### config.mk
export PLATFORM = sky130hd
export DESIGN_NAME = psm_rail_arbiter
export DESIGN_NICKNAME = d
export VERILOG_FILES = /design/src/rtl/psm_pkg.sv /design/src/rtl/psm_share_detect.sv /design/src/rtl/psm_rail_arbiter.sv
export SDC_FILE = /design/constraint.sdc
export NUM_CORES = 1
export LEC_CHECK = 0
export CAP_MARGIN = 20
export CELL_PAD_IN_SITES_DETAIL_PLACEMENT = 1
export CELL_PAD_IN_SITES_GLOBAL_PLACEMENT = 1
export CORE_MARGIN = 10
export CORE_UTILIZATION = 42
export DETAILED_ROUTE_END_ITERATION = 8
export PLACE_DENSITY = 0.81
export SETUP_SLACK_MARGIN = 0.05
export SKIP_LAST_GASP = 1
export SYNTH_ARGS = -nofsm -noshare
export SYNTH_HDL_FRONTEND = slang
export SYNTH_HIERARCHICAL = 1
export SYNTH_SLANG_ARGS = --single-unit
### constraint.sdc
create_clock -name clk -period 2.35 [get_ports clk]
set_input_delay 0.3525 -clock clk [delete_from_list [all_inputs] [get_ports clk]]
set_output_delay 0.3525 -clock clk [all_outputs]
set_load 0.03 [all_outputs]
### src/rtl/psm_pkg.sv
// Shared types and default timing for the pulse-skip rail arbiter.
package psm_pkg;

    localparam int STATE_W = 2;

    typedef enum logic [STATE_W-1:0] {
        IDLE    = 2'd0,
        GRANT_A = 2'd1,
        GRANT_B = 2'd2,
        DEAD    = 2'd3
    } psm_state_t;

    // Bit positions of each rail in the eligibility/emergency vectors.
    localparam int RAIL_A = 0;
    localparam int RAIL_B = 1;

    localparam int DEF_PULSE_CYCLES = 8;
    localparam int DEF_DEAD_CYCLES  = 2;
    localparam int DEF_MAX_CONSEC   = 3;
    localparam int DEF_SHARE_COUNT  = 4;

endpackage

### src/rtl/psm_share_detect.sv
// Detects sustained demand from both rails, counted on ADC sample strobes.
module psm_share_detect
    import psm_pkg::*;
#(
    parameter int SHARE_COUNT = DEF_SHARE_COUNT
) (
    input  logic clk,
    input  logic reset_in,
    input  logic drdy_in,
    input  logic req_a,
    input  logic req_b,
    output logic load_sharing_active
);

    localparam int SW = $clog2(SHARE_COUNT + 1);
    localparam logic [SW-1:0] SHARE_MAX  = SW'(SHARE_COUNT);
    localparam logic [SW-1:0] SHARE_LAST = SW'(SHARE_COUNT - 1);

    logic [SW-1:0] share_cnt;

    // Saturating run-length of qualifying samples; any broken sample restarts the run.
    always_ff @(posedge clk or posedge reset_in) begin
        if (reset_in) begin
            share_cnt           <= '0;
            load_sharing_active <= 1'b0;
        end else if (drdy_in) begin
            if (req_a & req_b) begin
                if (share_cnt != SHARE_MAX) begin
                    share_cnt <= share_cnt + 1'b1;
                end
                if (share_cnt >= SHARE_LAST) begin
                    load_sharing_active <= 1'b1;
                end
            end else begin
                share_cnt           <= '0;
                load_sharing_active <= 1'b0;
            end
        end
    end

endmodule

### src/rtl/psm_rail_arbiter.sv
// Arbitrates one power stage between rail A and rail B with fixed-width
// pulses, dead time, A-priority and starvation protection for B.
module psm_rail_arbiter
    import psm_pkg::*;
#(
    parameter int PULSE_CYCLES = DEF_PULSE_CYCLES,
    parameter int DEAD_CYCLES  = DEF_DEAD_CYCLES,
    parameter int MAX_CONSEC   = DEF_MAX_CONSEC,
    parameter int SHARE_COUNT  = DEF_SHARE_COUNT
) (
    input  logic clk,
    input  logic reset_in,
    input  logic drdy_in,
    input  logic req_a,
    input  logic req_b,
    input  logic emerg_a,
    input  logic emerg_b,
    input  logic abort_a,
    input  logic abort_b,
    output logic grant_a,
    output logic grant_b,
    output logic load_sharing_active,
    output logic busy
);

    localparam int PW = $clog2(PULSE_CYCLES + 1);
    localparam int DW = (DEAD_CYCLES > 0) ? $clog2(DEAD_CYCLES + 1) : 1;
    localparam int CW = $clog2(MAX_CONSEC + 1);

    localparam logic [PW-1:0] PULSE_LOAD = PW'(PULSE_CYCLES - 1);
    localparam logic [DW-1:0] DEAD_LOAD  = (DEAD_CYCLES > 0) ? DW'(DEAD_CYCLES - 1) : '0;
    localparam logic [CW-1:0] CONSEC_MAX = CW'(MAX_CONSEC);

    psm_state_t    state_q, state_d;
    logic [PW-1:0] pulse_cnt_q, pulse_cnt_d;
    logic [DW-1:0] dead_cnt_q, dead_cnt_d;
    logic [CW-1:0] consec_a_q, consec_a_d;
    logic [1:0]    eff;
    logic [1:0]    emerg;
    logic          pick_a, pick_b;
    logic          abort_cur;

    assign eff[RAIL_A]   = (req_a | emerg_a) & ~abort_a;
    assign eff[RAIL_B]   = (req_b | emerg_b) & ~abort_b;
    assign emerg[RAIL_A] = emerg_a;
    assign emerg[RAIL_B] = emerg_b;

    // Next-state: arbitration in IDLE, pulse timing in GRANT_x, dead-time countdown in DEAD.
    always_comb begin
        state_d     = state_q;
        pulse_cnt_d = pulse_cnt_q;
        dead_cnt_d  = dead_cnt_q;
        consec_a_d  = consec_a_q;
        pick_a      = 1'b0;
        pick_b      = 1'b0;
        abort_cur   = (state_q == GRANT_A) ? abort_a : abort_b;

        case (state_q)
            IDLE: begin
                if (eff[RAIL_A] && eff[RAIL_B]) begin
                    // Emergency outranks normal; on a tie A wins unless B is being starved.
                    if (emerg[RAIL_A] != emerg[RAIL_B]) begin
                        pick_a = emerg[RAIL_A];
                    end else begin
                        pick_a = (consec_a_q != CONSEC_MAX);
                    end
                    pick_b = ~pick_a;
                end else begin
                    pick_a = eff[RAIL_A];
                    pick_b = eff[RAIL_B];
                end

                if (pick_a) begin
                    state_d     = GRANT_A;
                    pulse_cnt_d = PULSE_LOAD;
                    if (!eff[RAIL_B]) begin
                        consec_a_d = '0;
                    end else if (consec_a_q != CONSEC_MAX) begin
                        consec_a_d = consec_a_q + 1'b1;
                    end
                end else if (pick_b) begin
                    state_d     = GRANT_B;
                    pulse_cnt_d = PULSE_LOAD;
                    consec_a_d  = '0;
                end
            end

            GRANT_A, GRANT_B: begin
                if (abort_cur || (pulse_cnt_q == '0)) begin
                    if (DEAD_CYCLES == 0) begin
                        state_d = IDLE;
                    end else begin
                        state_d    = DEAD;
                        dead_cnt_d = DEAD_LOAD;
                    end
                end else begin
                    pulse_cnt_d = pulse_cnt_q - 1'b1;
                end
            end

            DEAD: begin
                if (dead_cnt_q == '0) begin
                    state_d = IDLE;
                end else begin
                    dead_cnt_d = dead_cnt_q - 1'b1;
                end
            end

            default: state_d = IDLE;
        endcase
    end

    // State, counters and registered outputs; outputs follow the next state so they align with it.
    always_ff @(posedge clk or posedge reset_in) begin
        if (reset_in) begin
            state_q     <= IDLE;
            pulse_cnt_q <= '0;
            dead_cnt_q  <= '0;
            consec_a_q  <= '0;
            grant_a     <= 1'b0;
            grant_b     <= 1'b0;
            busy        <= 1'b0;
        end else begin
            state_q     <= state_d;
            pulse_cnt_q <= pulse_cnt_d;
            dead_cnt_q  <= dead_cnt_d;
            consec_a_q  <= consec_a_d;
            grant_a     <= (state_d == GRANT_A);
            grant_b     <= (state_d == GRANT_B);
            busy        <= (state_d != IDLE);
        end
    end

    psm_share_detect #(
        .SHARE_COUNT(SHARE_COUNT)
    ) u_share_detect (
        .clk                (clk),
        .reset_in           (reset_in),
        .drdy_in            (drdy_in),
        .req_a              (req_a),
        .req_b              (req_b),
        .load_sharing_active(load_sharing_active)
    );

endmodule

# Yosys cells after proc, flatten, opt, wreduce, memory -nomap -nowiden

Cells that the tools add are included.
Widths: inputs -> output; s select.

Bitwise gates (word level): 8
Equality and inequality tests: 15
Multipliers: 0
Shift operators: 0
Add/sub/neg operators: 4
Divide/modulo/power cells: 0
Reductions and logical operators: 15
Mux-type cells: 28
$lt $le $gt $ge: 1

Operators with widths:

| cell                | number |
|---|---|
| $mux 2              | 10 |
| $mux 4              | 3 |
| $ne 2x2->1 const B  | 6 |
| $mux 1              | 10 |
| $ne 3x3->1 const B  | 3 |
| $reduce_and 3->1    | 3 |
| $pmux 4 s2          | 1 |
| $reduce_bool 2->1   | 4 |
| $eq 2x2->1 const B  | 3 |
| $mux 3              | 2 |
| $pmux 2 s3          | 1 |
| $eq 2x1->1 const B  | 2 |
| $logic_not 2->1     | 2 |
| $logic_not 4->1     | 1 |
| $pmux 2 s2          | 1 |
| $reduce_and 2->1    | 2 |
| $sub 4x1->4 const B | 1 |
| $add 3x1->3 const B | 1 |
| $and 1x1->1         | 3 |
| $ge 3x2->1 const B  | 1 |
| $not 1->1           | 3 |
| $add 2x1->2 const B | 1 |
| $or 1x1->1          | 2 |
| $reduce_or 2->1     | 1 |
| other kinds (4)     | 4 |

Input port bits: 9
Flip-flop bits (word level): 17
Memories: 0
Bits in latches: 0
Output and inout port bits: 4
Bits in writable memories: 0
ROM bits: 0
Word-level logic and storage cells: 80

# Longest topological paths before layout

Gate-level depths: netlist (run 1).

Depth after elaboration: 12
Depth in mapped cells: 7
Gate-level depth less buffers: 6

# Modules after synthesis

Netlist (run 1), hierarchy kept.

By module, submodules not included:

| module           | times used | area each (µm²) | cells an instance | seq. area each (µm²) |
|---|---|---|---|---|
| psm_rail_arbiter | 1          | 883.3           | 96                | 325.3 |
| psm_share_detect | 1          | 234.0           | 24                | 100.1 |

# Worst setup path after synthesis (run 1)

No wires, ideal clock.

Path kind: register to register
Start point: register state_q[0]
End point: register busy
Stages on the path, launching flop included: 7
Required time: 2.210 ns
Slack: 0.656 ns
Arrival: 1.554 ns
Path buffers: 1
Cell sequence: dfrtp_1 > inv_1 > ha_1 > clkbuf_1 > or2_1 > a211oi_1 > a22oi_1

Word-level cells in the longest chain between the ends: 6

Ends and longest elaborated chain:

| item                   | line                                           | RTL |
|---|---|---|
| start, declared        | psm_rail_arbiter.sv:34                         | `psm_state_t state_q, state_d;` |
| start signal, assigned | psm_rail_arbiter.sv:124                        | `state_q <= state_d;` |
| $eq 2x1->1             | psm_rail_arbiter.sv:56, psm_rail_arbiter.sv:58 |  |
| $mux 1                 | psm_rail_arbiter.sv:56                         | `abort_cur = (state_q == GRANT_A) ? abort_a : abort_b;` |
| $logic_or 1x1->1       | psm_rail_arbiter.sv:89                         | `if (abort_cur \|\| (pulse_cnt_q == '0)) begin` |
| $mux 2                 | psm_rail_arbiter.sv:89                         |  |
| $pmux 2 s3 (*)         | psm_rail_arbiter.sv:58                         | `case (state_q)` |
| $reduce_bool 2->1 (*)  | psm_rail_arbiter.sv:130                        | `busy <= (state_d != IDLE);` |
| end signal, assigned   | psm_rail_arbiter.sv:130                        |  |
| end, declared          | psm_rail_arbiter.sv:23                         | `output logic busy` |

Every way passes the cells marked *; elsewhere a longest branch is shown, timed or not.
A chain may end at the register's enable or synchronous reset.

# Worst setup path after layout (run 1)

Same ends and word-level chain as after synthesis.

==> results.txt, run 1 <==
The count of unresolved DRC violations after routing was 0; the layout cell share with drive strength beyond 1 was 11.1%. The antenna diode count is 0. The first detailed-routing pass ran for 4 iterations.

The number of placed instances, taps included, is 161. The worst setup path is launched from a register. The post-detailed-route via-to-cell ratio is 5.84, and the largest stage delay on the critical path is 500 ps. The number of enable-type register cells in the synthesized netlist was 0.

Entering global routing, the biggest net connects 14 pins. Setup repair after global routing left no endpoint under its margin. Counting flops with an async set or reset pin after synthesis yields a share of 100%. The share of synthesized cell area in and, or, nand and nor gates was 15.8%.

The signed area change from the synthesized netlist to the final layout was 16.6%. The vertical extent of the die came out at 71.6 um. The aggregate routed wire length was 2770 um; the time the worst path needs with I/O delays and setup was 1880 ps.

Across all layers, the routed design uses 964 vias. The standard-cell row count is 18. The tool flagged a number of max-cap violations equal to 0.

The clock drives 17 sinks. The longest clock path from root to sink contains 2 buffers. Post-CTS repair changed the size of 0 cells.

The clock latency reported for the late side of the worst-skew pair was 300 ps. Port buffering added 12 buffers. The dominant cell by count in the synthesized netlist was sky130_fd_sc_hd__dfrtp_1.

The run gives 120 as the cell count after synthesis. The first global-routing pass estimated 4690 um of wire. Setup violations remaining at the end of the flow were counted as 0. The min-delay analysis places its worst path in the category in -> async. The parity-gate share of the synthesized area counting xor and xnor cells was 0%.

At the end of the flow, the number of nets in the layout was 154. After detailed routing, the average wire length per cell comes to 16.8 um. The starting utilization of the core area is 44.7%, and the final period utilization is 80.1%. At the end of routability-driven placement, the weighted congestion stood at 0.789. The clock-pin slew on the worst setup and hold paths was 110 ps. Cells fill 52.1% of the core in the end. Relative slew slack: 65.1%. For this run the aggregate overflow at the end of global routing stands at 0. The number of DRC markers after the initial detailed-route iteration was 36. After synthesis, the cell types taking the most area are sky130_fd_sc_hd__dfrtp_1 (38%), sky130_fd_sc_hd__ha_1 (10%), sky130_fd_sc_hd__inv_1 (4.7%).

For the pin with the worst max-slew slack, the measured transition is 523 ps. The logs give 2060 ps for the critical path data arrival time and 1030 for the via count of the first global-routing pass. The count of unique library cells instantiated by Yosys is 39, and the setup skew after layout is 5.91 ps. Derived from the worst setup path, the maximum achievable clock frequency is 0.531 GHz.

13 I/O pins were placed. The count of nets left with antenna violations once routing finished came out at 0. After synthesis, flip-flops and latches occupy 38.1% of the total area. The die footprint came out at 0.00512 mm^2. The master cell of the clock root buffer is sky130_fd_sc_hd__clkbuf_4. The mapped netlist covers 0.00112 mm^2. The number of synthesized register bits came out at 17. During synthesis, Yosys emitted a total of 6 warnings.

The cell with the biggest individual delay on the critical path was sky130_fd_sc_hd__dfrtp_1. For the accumulated negative setup slack, the log shows 0 ps. In this run the standard cell core region covers 0.00250 mm^2.

Fill cells in the final layout number 288. The run gives 0 as the initial antenna violation count. Summed over all cells, the static leakage comes to 0.583 nW. For this design, the CTS-stage hold fixing added 0 buffers. The total clock buffers created by CTS was 3. The type of the setup path with the least slack is reg -> reg.

Global routing consumed, over all layers together, 10.8% of the routing resources. The run finished with clean final reports. For the maximum level of the CTS H-tree, the log shows 1. The post-synthesis average cell area works out to 9.31 um^2. The power density relative to cell area works out to 1110 mW/mm^2.

VDD sags by at most 0.000871 V. The number of failing hold endpoints at the final stage is 0. Post-synthesis share of cell area spent on full adders, half adders and majority gates: 10.1%. Buffers added to address setup during post-CTS repair amount to 0. The largest total area in the synthesized netlist belongs to sky130_fd_sc_hd__dfrtp_1. Synthesis produced a netlist with a net count of 138. The multiplexer share of the synthesized area is 4.93%.

After legalization and detailed placement, the total HPWL measured 2160 um. Among all flip-flop cells after synthesis, the most frequent one is sky130_fd_sc_hd__dfrtp_1. The non-filler instance count after layout was 165. TritonCTS built the clock tree. The number of pins with negative max-slew slack in the final report is 0. Combinational family with the most area after synthesis: compound AO/OA/AOI/OAI gates.

Of all nets on the critical path, the largest fanout is 10. STA puts the critical path data required time at 2520 ps. By count the netlist is led by sky130_fd_sc_hd__dfrtp_1 (17), sky130_fd_sc_hd__inv_1 (14), sky130_fd_sc_hd__a21oi_1 (9), sky130_fd_sc_hd__ha_1 (9), sky130_fd_sc_hd__o21ai_0 (7).

The compound-gate portion of the synthesized area came out at 25.8%. Capturing element type of the critical path: a register. The critical path goes through inv_1 -> ha_1 -> or2_1 -> a211oi_1 -> a22oi_1.

The floorplan step set the die width to 71.6 um. After synthesis, the largest area contributor takes up 38.1% of total cell area.
report_power, final:
| group | leakage (nW) | internal [mW] | switching (mW) |
|---|---|---|---|
| Combinational | 0.355 | 0.345 | 0.460 |
| Sequential | 0.210 | 0.392 | 0.0867 |
| Clock | 0.0177 | 0.0634 | 0.101 |
cell families after synthesis:
family                   Yosys count
flip-flops                        17
buffers and inverters             16
multiplexers                       5
AND/OR/NAND/NOR                   31
adder cells (fa/ha/maj)            9
AO/OA/AOI/OAI                     42
registers in the layout (all words and copies together), names as in the netlist:
signal                              cells
grant_b                                 1
state_q                                 2
pulse_cnt_q                             4
consec_a_q                              2
u_share_detect/load_sharing_active      1
u_share_detect/share_cnt                3
busy                                    1
dead_cnt_q                              2
grant_a                                 1
path summary, 6_finish.rpt:
path,startpoint,end,slack (ps),depth (start not counted)
setup / recovery,state_q[0],busy,470,5
hold / removal,reset_in,u_share_detect/share_cnt[1],240,2
setup reg to reg,state_q[0],busy,470,5
hold reg to reg,consec_a_q[1],consec_a_q[1],540,1
max in group asynchronous,reset_in,pulse_cnt_q[0],1590,2
min in group clk,consec_a_q[1],consec_a_q[1],540,1
stage by stage:
stage               area, um^2  hold slack, ps  setup slack [ps]  total power, mW
CTS                       1300             251               457             1.47
finish                    1300             244               467             1.45
global placement          1270             507               468             1.24
detailed placement        1270             521               397             1.29
global route              1300             267               349             1.58
floorplan                 1120             119               656             1.06
area by class of cell:
cell class | instances | area, um^2 | area share [%]
clock buffers | 3 | 22.5 | 1.73
clock inverters | 1 | 5.00 | 0.384
inverters | 14 | 52.6 | 4.03
multi-input cells | 87 | 632 | 48.5
flip-flops and latches | 17 | 425 | 32.7
well taps | 30 | 37.5 | 2.88
repair buffers | 13 | 128 | 9.80
routing by layer:
metal	GRT usage, %	wire length [um]	vias to the layer above	part of all wire [%]
met5	0	0	-	0
met4	1.94	37	0	1.3
met3	3.44	102	6	3.7
met2	19.2	1400	16	51
met1	12.3	1230	475	44
li1	-	-	467	-
cells in the final DEF (no fill, tap or decap), types with 2 or more instances in the layout:
master / count
sky130_fd_sc_hd__mux2_2: 4
sky130_fd_sc_hd__clkbuf_4: 3
sky130_fd_sc_hd__o22ai_1: 3
sky130_fd_sc_hd__o21bai_1: 2
sky130_fd_sc_hd__ha_1: 9
sky130_fd_sc_hd__a211o_1: 2
sky130_fd_sc_hd__and3_1: 2
sky130_fd_sc_hd__nor2b_1: 3
sky130_fd_sc_hd__o21ba_2: 2
sky130_fd_sc_hd__nor2_1: 3
sky130_fd_sc_hd__a31oi_1: 3
sky130_fd_sc_hd__nand3_1: 5
sky130_fd_sc_hd__a21oi_1: 9
sky130_fd_sc_hd__clkdlybuf4s50_1: 12
sky130_fd_sc_hd__dfrtp_1: 17
sky130_fd_sc_hd__o21ai_0: 7
sky130_fd_sc_hd__nor3_1: 3
sky130_fd_sc_hd__a22o_1: 3
sky130_fd_sc_hd__nand2_1: 6
sky130_fd_sc_hd__nand2b_1: 2
sky130_fd_sc_hd__inv_1: 14
critical path, delay by kind of cell, from the launching register on:
family | cells | cell delay, ps
flops | 1 | 500
buf+inv | 1 | 80
compound gates | 2 | 460
simple gates | 1 | 300
fa+ha+maj | 1 | 410
(Power assumes the default switching activity.)
==> inputs of run 2 (changes only) <==
==> constraint.sdc (replaced) <==
create_clock -name clk -period 1.96 [get_ports clk]
set_input_delay 0.294 -clock clk [delete_from_list [all_inputs] [get_ports clk]]
set_output_delay 0.294 -clock clk [all_outputs]
set_load 0.03 [all_outputs]
==> run 2 against run 1 <==
Effect of this change: clock skew increased by 2.7 ps; via count decreased by 0.31%; critical path type unchanged; wire length decreased by 0.47%; utilization increased by 0.15 points; largest cell class unchanged; clock power increased by 18%; die area unchanged; critical endpoint is now dead_cnt_q[1].
==> results.txt, run 2 (synthesis results as in run 1) <==
The tools report the timing-limited maximum frequency as 0.552 GHz (was 0.531 GHz). The wire length per cell after detailed routing was 16.7 um (was 16.8 um). The clock latency reported for the late side of the worst-skew pair was 300 ps (about the same).

The via count was 961 (was 964). For the required time of the worst setup path, the log shows 2150 ps (was 2520 ps). The tools report the nature of the critical path startpoint as a register (unchanged). Number of DRC markers after the initial detailed-route iteration: 28 (was 36). For the post-detailed-placement half-perimeter wirelength, the log shows 2240 um (was 2160 um).

The logs give 0.00250 mm^2 (unchanged) for the floorplan core area and 2 (unchanged) for the worst-case clock buffer depth. The initial antenna violation count was 0 (unchanged); the number of buffer and inverter stages on the critical path was 1 (unchanged). The setup skew after layout was 8.60 ps (was 5.91 ps); the critical path data arrival time was 2000 ps (was 2060 ps). The count of unresolved DRC violations after routing is 0 (unchanged). The tools report the total power after layout as 1.73 mW (was 1.45 mW). Largest stage delay on the critical path: 430 ps (was 500 ps). The run gives 0 (unchanged) as the max-cap check violation count.

The launching instance or port of the critical path is state_q[1] (was state_q[0]). Aggregate routed wire length: 2760 um (was 2770 um). The cell with the biggest individual delay on the critical path is sky130_fd_sc_hd__dfrtp_1 (unchanged). The register name with the most flops is pulse_cnt_q (unchanged). The post-detailed-route via-to-cell ratio is 5.82 (was 5.84). The flow ran to the end, and the final reports show no timing, DRC or antenna violations.

TritonCTS built the clock tree. The logs give 0.580 nW (was 0.583 nW) for the cell leakage power and 0.00127 mm^2 (unchanged) for the post-detailed-placement cell area. Relative slew slack: 63.2% (was 65.1%). Largest registers: pulse_cnt_q (4), u_share_detect/share_cnt (3) (unchanged). The count of antenna-violating nets left after detailed routing was 0 (unchanged).

The antenna diode count was 0 (unchanged); the time the worst path needs with I/O delays and setup was 1810 ps (was 1880 ps). Class of the tightest hold or removal check: in -> async (unchanged). The tools report the capturing element type of the critical path as a register (unchanged). Setup repair after global routing could not meet its margin everywhere. For the number of nets at the end of the flow, the log shows 154 (unchanged). Cell repeated most along the worst path: sky130_fd_sc_hd__a22o_1. Signed area change from the synthesized netlist to the final layout: 16.9% (was 16.6%). The vertical extent of the die is 71.6 um (unchanged). The number of placed I/O pins was 13 (unchanged).

The number of flip-flops in the largest register was 4 (unchanged); the quantity of I/O buffers inserted on ports was 12 (unchanged). The critical path depth in cells was 6 (was 5); the accumulated negative setup slack was 0 ps (unchanged). Power density relative to cell area: 1320 mW/mm^2 (was 1110 mW/mm^2). The number of post-CTS setup repair buffers came out at 0 (unchanged). The register-to-register path setup slack was 150 ps (was 470 ps).

For the setup-violating endpoint count in the final report, the log shows 0 (unchanged). The tools report the wire length of the first global-routing pass as 4890 um (was 4690 um). The capture point of the worst reg-to-reg path was dead_cnt_q[1] (was busy).

The tools report the final cell utilization of the core as 52.3% (was 52.1%). The number of cells traversed by the worst register-to-register path works out to 6 (was 5). Final period utilization: 92.5% (was 80.1%). The most used routing layer is met2 (unchanged).

The most common cell after layout, fill and taps aside is sky130_fd_sc_hd__dfrtp_1 (unchanged). For the routability congestion estimate, the log shows 0.809 (was 0.789). The final global-route overflow total was 0 (unchanged).

The detailed-router iteration count before antenna repair is 3 (was 4). The worst-margin pin slew is 552 ps (was 523 ps), and the number of failing hold endpoints at the final stage is 0 (unchanged). The run gives 0.00131 mm^2 (was 0.00130 mm^2) as the final cell area excluding filler cells.

The run gives 3 (unchanged) as the total clock buffers created by CTS. The run gives 221 ps (was 244 ps) as the worst hold slack across all endpoints. Most frequent cells in the layout: sky130_fd_sc_hd__dfrtp_1 (16), sky130_fd_sc_hd__inv_1 (14), sky130_fd_sc_hd__clkdlybuf4s50_1 (12) (was sky130_fd_sc_hd__dfrtp_1 (17), sky130_fd_sc_hd__inv_1 (14), sky130_fd_sc_hd__clkdlybuf4s50_1 (12)).

The worst-path maximum fanout works out to 5 (was 10). The global routing met1 resource utilization was 13.5% (was 12.3%); the clock-pin slew on the worst setup and hold paths was 110 ps (about the same). The run gives 301 (was 288) as the number of fill cells in the layout. Family with the most delay on the worst path: compound AO/OA/AOI/OAI gates (was flip-flops). The met2 demand-to-capacity share in global routing is 20.1% (was 19.2%), and the layout cell share with drive strength beyond 1 is 11.9% (was 11.1%).

Ordered list of cells on the worst path: inv_1 -> ha_1 -> mux2i_1 -> nand3_1 -> a22o_1 -> a22o_1 (was inv_1 -> ha_1 -> or2_1 -> a211oi_1 -> a22oi_1). The type of the setup path with the least slack is reg -> reg (unchanged). The launch instance of the worst register-to-register path is state_q[1] (was state_q[0]). The via count of the first global-routing pass was 1063 (was 1030); the total routing resource utilization after global routing was 11.2% (was 10.8%). The pin count of the biggest net entering global routing was 14 (unchanged). The worst voltage drop across the vdd grid was 0.000712 V (was 0.000871 V).

The end of the critical path is dead_cnt_q[1] (was busy). The number of pins with negative max-slew slack in the final report is 0 (unchanged), and the standard-cell row count is 18 (unchanged). The tools report the master cell of the clock root buffer as sky130_fd_sc_hd__clkbuf_4 (unchanged). The x dimension of the die works out to 71.6 um (unchanged).

The logs give 44.7% (unchanged) for the starting utilization of the core area and 1 (unchanged) for the maximum level of the CTS H-tree. The logs give 1.93% (was 3.44%) for the global-route track usage on met3 and 0.00512 mm^2 (unchanged) for the die footprint. The run gives 17 (unchanged) as the number of clock sinks.
[run 2: cell types whose count changed in the layout (fill, tap and decap cells not counted)]
cell	before	now
sky130_fd_sc_hd__clkinv_2	1	0
sky130_fd_sc_hd__dfrtp_1	17	16
sky130_fd_sc_hd__clkbuf_1	0	1
sky130_fd_sc_hd__a21boi_1	1	0
sky130_fd_sc_hd__dfrtp_2	0	1
sky130_fd_sc_hd__a21boi_2	0	1
[run 2: routing by layer]
| layer | share of wire [%] | up-vias |
|---|---|---|
| li1 | - | 474 |
| met1 | 46 | 473 |
| met2 | 51 | 10 |
| met3 | 2.4 | 4 |
| met4 | 0.51 | 0 |
| met5 | 0 | - |
[run 2: timing repair]
item	4_1_cts	5_1_grt
gates resized for setup	0	2
hold buffers	0	0
setup endpoints to repair	0	3
[run 2: worst min-delay path by stage]
stage | from | cells past startpoint | end
2_1_floorplan | reset_in | 1 | u_share_detect/load_sharing_active
3_3_place_gp | consec_a_q[1] | 1 | consec_a_q[1]
3_5_place_dp | consec_a_q[1] | 1 | consec_a_q[1]
4_1_cts | reset_in | 2 | u_share_detect/share_cnt[1]
5_1_grt | reset_in | 2 | u_share_detect/share_cnt[1]
6_report | reset_in | 2 | u_share_detect/share_cnt[1]
[run 2: power breakdown]
group / internal [mW] / leakage [nW] / switching, mW
clock: 0.0792 / 0.0150 / 0.115
sequential: 0.473 / 0.209 / 0.0964
combinational: 0.420 / 0.355 / 0.546
total: 0.972 / 0.580 / 0.757
[run 2: final cells by class]
class                   instances  area (um^2)  area share (%)
clock buffers                   4         26.3            2.01
inverters                      14         52.6            4.02
multi-input cells              87          636            48.7
flip-flops and latches         17          427            32.7
well taps                      30         37.5            2.87
repair buffers                 13          128            9.77
[run 2: per-stage QoR]
stage	setup slack [ps]	cells
3_3_place_gp	124	161
4_1_cts	124	165
6_report	148	165
5_1_grt	16.3	165
2_1_floorplan	266	120
3_5_place_dp	83.6	161
==> inputs of run 3 (changes only) <==
--- a/config.mk
+++ b/config.mk
@@ -8,10 +8,10 @@
 export CAP_MARGIN = 20
 export CELL_PAD_IN_SITES_DETAIL_PLACEMENT = 1
 export CELL_PAD_IN_SITES_GLOBAL_PLACEMENT = 1
-export CORE_MARGIN = 10
-export CORE_UTILIZATION = 42
+export CORE_MARGIN = 4
+export CORE_UTILIZATION = 45
 export DETAILED_ROUTE_END_ITERATION = 8
-export PLACE_DENSITY = 0.81
+export PLACE_DENSITY = 0.86
 export SETUP_SLACK_MARGIN = 0.05
 export SKIP_LAST_GASP = 1
 export SYNTH_ARGS = -nofsm -noshare
==> constraint.sdc (replaced) <==
create_clock -name clk -period 2.4 [get_ports clk]
set_input_delay 0.36 -clock clk [delete_from_list [all_inputs] [get_ports clk]]
set_output_delay 0.36 -clock clk [all_outputs]
set_load 0.03 [all_outputs]
==> run 3 against run 2 <==
Effect of this change: utilization rose by 4.0 points; setup slack improved by 340 ps; maximum frequency fell by 5.3%; first-iteration DRC count fell by 68%; flip-flop and latch count did not move; die area fell by 35%; sequential share of layout area rose by 0.25 points; sequential power fell by 18%; largest cell class unchanged; highest routed layer unchanged; critical path type unchanged; clock power fell by 17%; combinational power fell by 19%; non-clock buffer count fell by 1.
==> results.txt, run 3 (synthesis results as in run 1) <==
The run finished with clean final reports. The number of DRC markers after the initial detailed-route iteration is 9 (was 28), and the worst voltage drop across the vdd grid is 0.000771 V (was 0.000712 V). The tools report the final cell area excluding filler cells as 0.00129 mm^2 (was 0.00131 mm^2).

The wire length per cell after detailed routing was 15.7 um (was 16.7 um); the clock-pin slew on the worst setup and hold paths was 110 ps (about the same). The run gives 4.55 ps (was 8.60 ps) as the setup skew after layout. The nature of the critical path startpoint is a register (unchanged). TritonCTS built the clock tree.

The layout cell share with drive strength beyond 1 was 10.4% (was 11.9%). The power density relative to cell area works out to 1090 mW/mm^2 (was 1320 mW/mm^2). The number of pins with negative max-slew slack in the final report is 0 (unchanged). The launching instance or port of the critical path is state_q[0] (was state_q[1]). The tools report the number of nets at the end of the flow as 153 (was 154).

The worst-margin pin slew was 528 ps (was 552 ps); the critical path data arrival time was 2080 ps (was 2000 ps). The run gives 4 (was 3) as the detailed-router iteration count before antenna repair. Standard-cell row count: 17 (was 18). For the maximum level of the CTS H-tree, the log shows 1 (unchanged). The vertical extent of the die was 57.8 um (was 71.6 um); the signed area change from the synthesized netlist to the final layout was 15.7% (was 16.9%). The clock group share of total power came out at 11.4% (was 11.2%). The die footprint came out at 0.00334 mm^2 (was 0.00512 mm^2). Most frequent cells in the layout: sky130_fd_sc_hd__dfrtp_1 (17), sky130_fd_sc_hd__inv_1 (14), sky130_fd_sc_hd__clkdlybuf4s50_1 (12) (was sky130_fd_sc_hd__dfrtp_1 (16), sky130_fd_sc_hd__inv_1 (14), sky130_fd_sc_hd__clkdlybuf4s50_1 (12)). Master cell of the clock root buffer: sky130_fd_sc_hd__clkbuf_4 (unchanged). The number of clock sinks came out at 17 (unchanged). The number of failing hold endpoints at the final stage is 0 (unchanged), and the initial antenna violation count is 0 (unchanged). Setup repair after global routing left no endpoint under its margin. Most common cell after layout, fill and taps aside: sky130_fd_sc_hd__dfrtp_1 (unchanged). The aggregate routed wire length is 2550 um (was 2760 um), and the relative slew slack is 64.7% (was 63.2%). Ordered list of cells on the worst path: inv_1 -> ha_1 -> or2_1 -> a211oi_1 -> a22oi_1 (was inv_1 -> ha_1 -> mux2i_1 -> nand3_1 -> a22o_1 -> a22o_1).

The final period utilization is 79.8% (was 92.5%), and the worst-case clock buffer depth is 2 (unchanged). The net switching fraction of the power is 44.5% (was 43.8%). Reported net switching power: 0.628 mW (was 0.757 mW). Post-detailed-route via-to-cell ratio: 5.74 (was 5.82).

The wire length of the first global-routing pass came out at 4530 um (was 4890 um). Register name with the most flops: pulse_cnt_q (unchanged). The routability congestion estimate is 0.770 (was 0.809), and the antenna diode count is 0 (unchanged). The pin count of the biggest net entering global routing is 14 (unchanged), and the post-detailed-placement half-perimeter wirelength is 2060 um (was 2240 um). The largest stage delay on the critical path came out at 490 ps (was 430 ps).

The setup-violating endpoint count in the final report is 0 (unchanged). Hold buffer count at cts: 0 (unchanged). The quantity of I/O buffers inserted on ports works out to 12 (unchanged). The total clock buffers created by CTS was 3 (unchanged).

The cell with the biggest individual delay on the critical path is sky130_fd_sc_hd__dfrtp_1 (unchanged). The accumulated negative setup slack came out at 0 ps (unchanged). Launch instance of the worst register-to-register path: state_q[0] (was state_q[1]).

The type of the setup path with the least slack is reg -> reg (unchanged). Floorplan core area: 0.00230 mm^2 (was 0.00250 mm^2). Clock latency reported for the late side of the worst-skew pair: 300 ps (about the same). Number of placed I/O pins: 13 (unchanged).

The timing-limited maximum frequency was 0.522 GHz (was 0.552 GHz); the starting utilization of the core area was 48.6% (was 44.7%). The via count of the first global-routing pass is 989 (was 1063), and the time the worst path needs with I/O delays and setup is 1910 ps (was 1810 ps). Number of flip-flops in the largest register: 4 (unchanged).

The capturing element type of the critical path is a register (unchanged). The worst-path maximum fanout works out to 10 (was 5). The x dimension of the die works out to 57.8 um (was 71.6 um). Sequential fraction of design power: 33.0% (was 32.9%).

The required time of the worst setup path was 2570 ps (was 2150 ps). The run gives 0.783 mW (was 0.972 mW) as the design internal power. The via count was 930 (was 961). The max-cap check violation count is 0 (unchanged).

For the number of post-CTS setup repair buffers, the log shows 0 (unchanged). Largest registers: pulse_cnt_q (4), u_share_detect/share_cnt (3) (unchanged). For the count of unresolved DRC violations after routing, the log shows 0 (unchanged).

The count of antenna-violating nets left after detailed routing is 0 (unchanged). The post-detailed-placement cell area is 0.00126 mm^2 (was 0.00127 mm^2). The combinational share of power is 55.6% (was 55.9%), and the total routing resource utilization after global routing is 17.2% (was 11.2%).

The final global-route overflow total is 0 (unchanged). The cell leakage power is 0.578 nW (was 0.580 nW). The class of the tightest hold or removal check is in -> async (unchanged).

The total of cells resized after clock tree synthesis is 0 (unchanged).
run 3: cell count changes in the layout (fill, tap and decap cells not counted):
cell	change
sky130_fd_sc_hd__a21boi_2	-1
sky130_fd_sc_hd__buf_4	-1
sky130_fd_sc_hd__dfrtp_2	-1
sky130_fd_sc_hd__a21boi_1	+1
sky130_fd_sc_hd__dfrtp_1	+1
sky130_fd_sc_hd__clkinv_2	+1
sky130_fd_sc_hd__clkbuf_1	-1
run 3: final timing paths:
kind / to / slack [ps] / depth (start not counted)
max: busy / 490 / 5
min: u_share_detect/share_cnt[1] / 270 / 2
max reg2reg: busy / 490 / 5
min reg2reg: consec_a_q[1] / 540 / 1
max in group asynchronous: pulse_cnt_q[2] / 1620 / 2
min in group clk: consec_a_q[1] / 540 / 1
run 3: power groups by stage:
stage / Clock (mW) / Combinational (mW) / Sequential, mW
final: 0.161 / 0.784 / 0.466
after global routing: 0.177 / 0.888 / 0.482
after CTS: 0.165 / 0.793 / 0.467
after detailed placement: 0 / 0.789 / 0.472
after global placement: 0 / 0.736 / 0.464
after floorplan: 0 / 0.549 / 0.486
run 3: area by class of cell:
type	count	area [um^2]
clock buffer	3	22.5
clock inverter	1	5.00
fill	280	1000
inverter	14	52.6
multi-input combinational	87	632
sequential	17	425
tap	28	35.0
timing repair buffer	12	120
run 3: critical path, delay by kind of cell, from the launching register on:
family,cells,cell delay [ps]
DFF,1,490
AOI/OAI and AO/OA,2,510
buffers and inverters,1,80
adders and majority gates,1,410
and+or+nand+nor,1,300
run 3: metrics by stage:
stage	setup WS, ps	power [mW]	utilization (%)	instances	hold slack (ps)
3_5_place_dp	338	1.26	55.1	158	520
4_1_cts	484	1.42	56.3	162	279
3_3_place_gp	424	1.20	55.1	158	498
6_report	486	1.41	56.3	162	271
2_1_floorplan	706	1.03	-	120	126
5_1_grt	282	1.55	56.3	162	300
run 3: layer usage:
metal | vias up | track usage [%] | part of all wire, %
li1 | 468 | - | -
met1 | 447 | 21.5 | 46
met2 | 13 | 30.5 | 51
met3 | 2 | 4.68 | 3.1
met4 | 0 | 1.99 | 0.55
met5 | - | 0 | 0
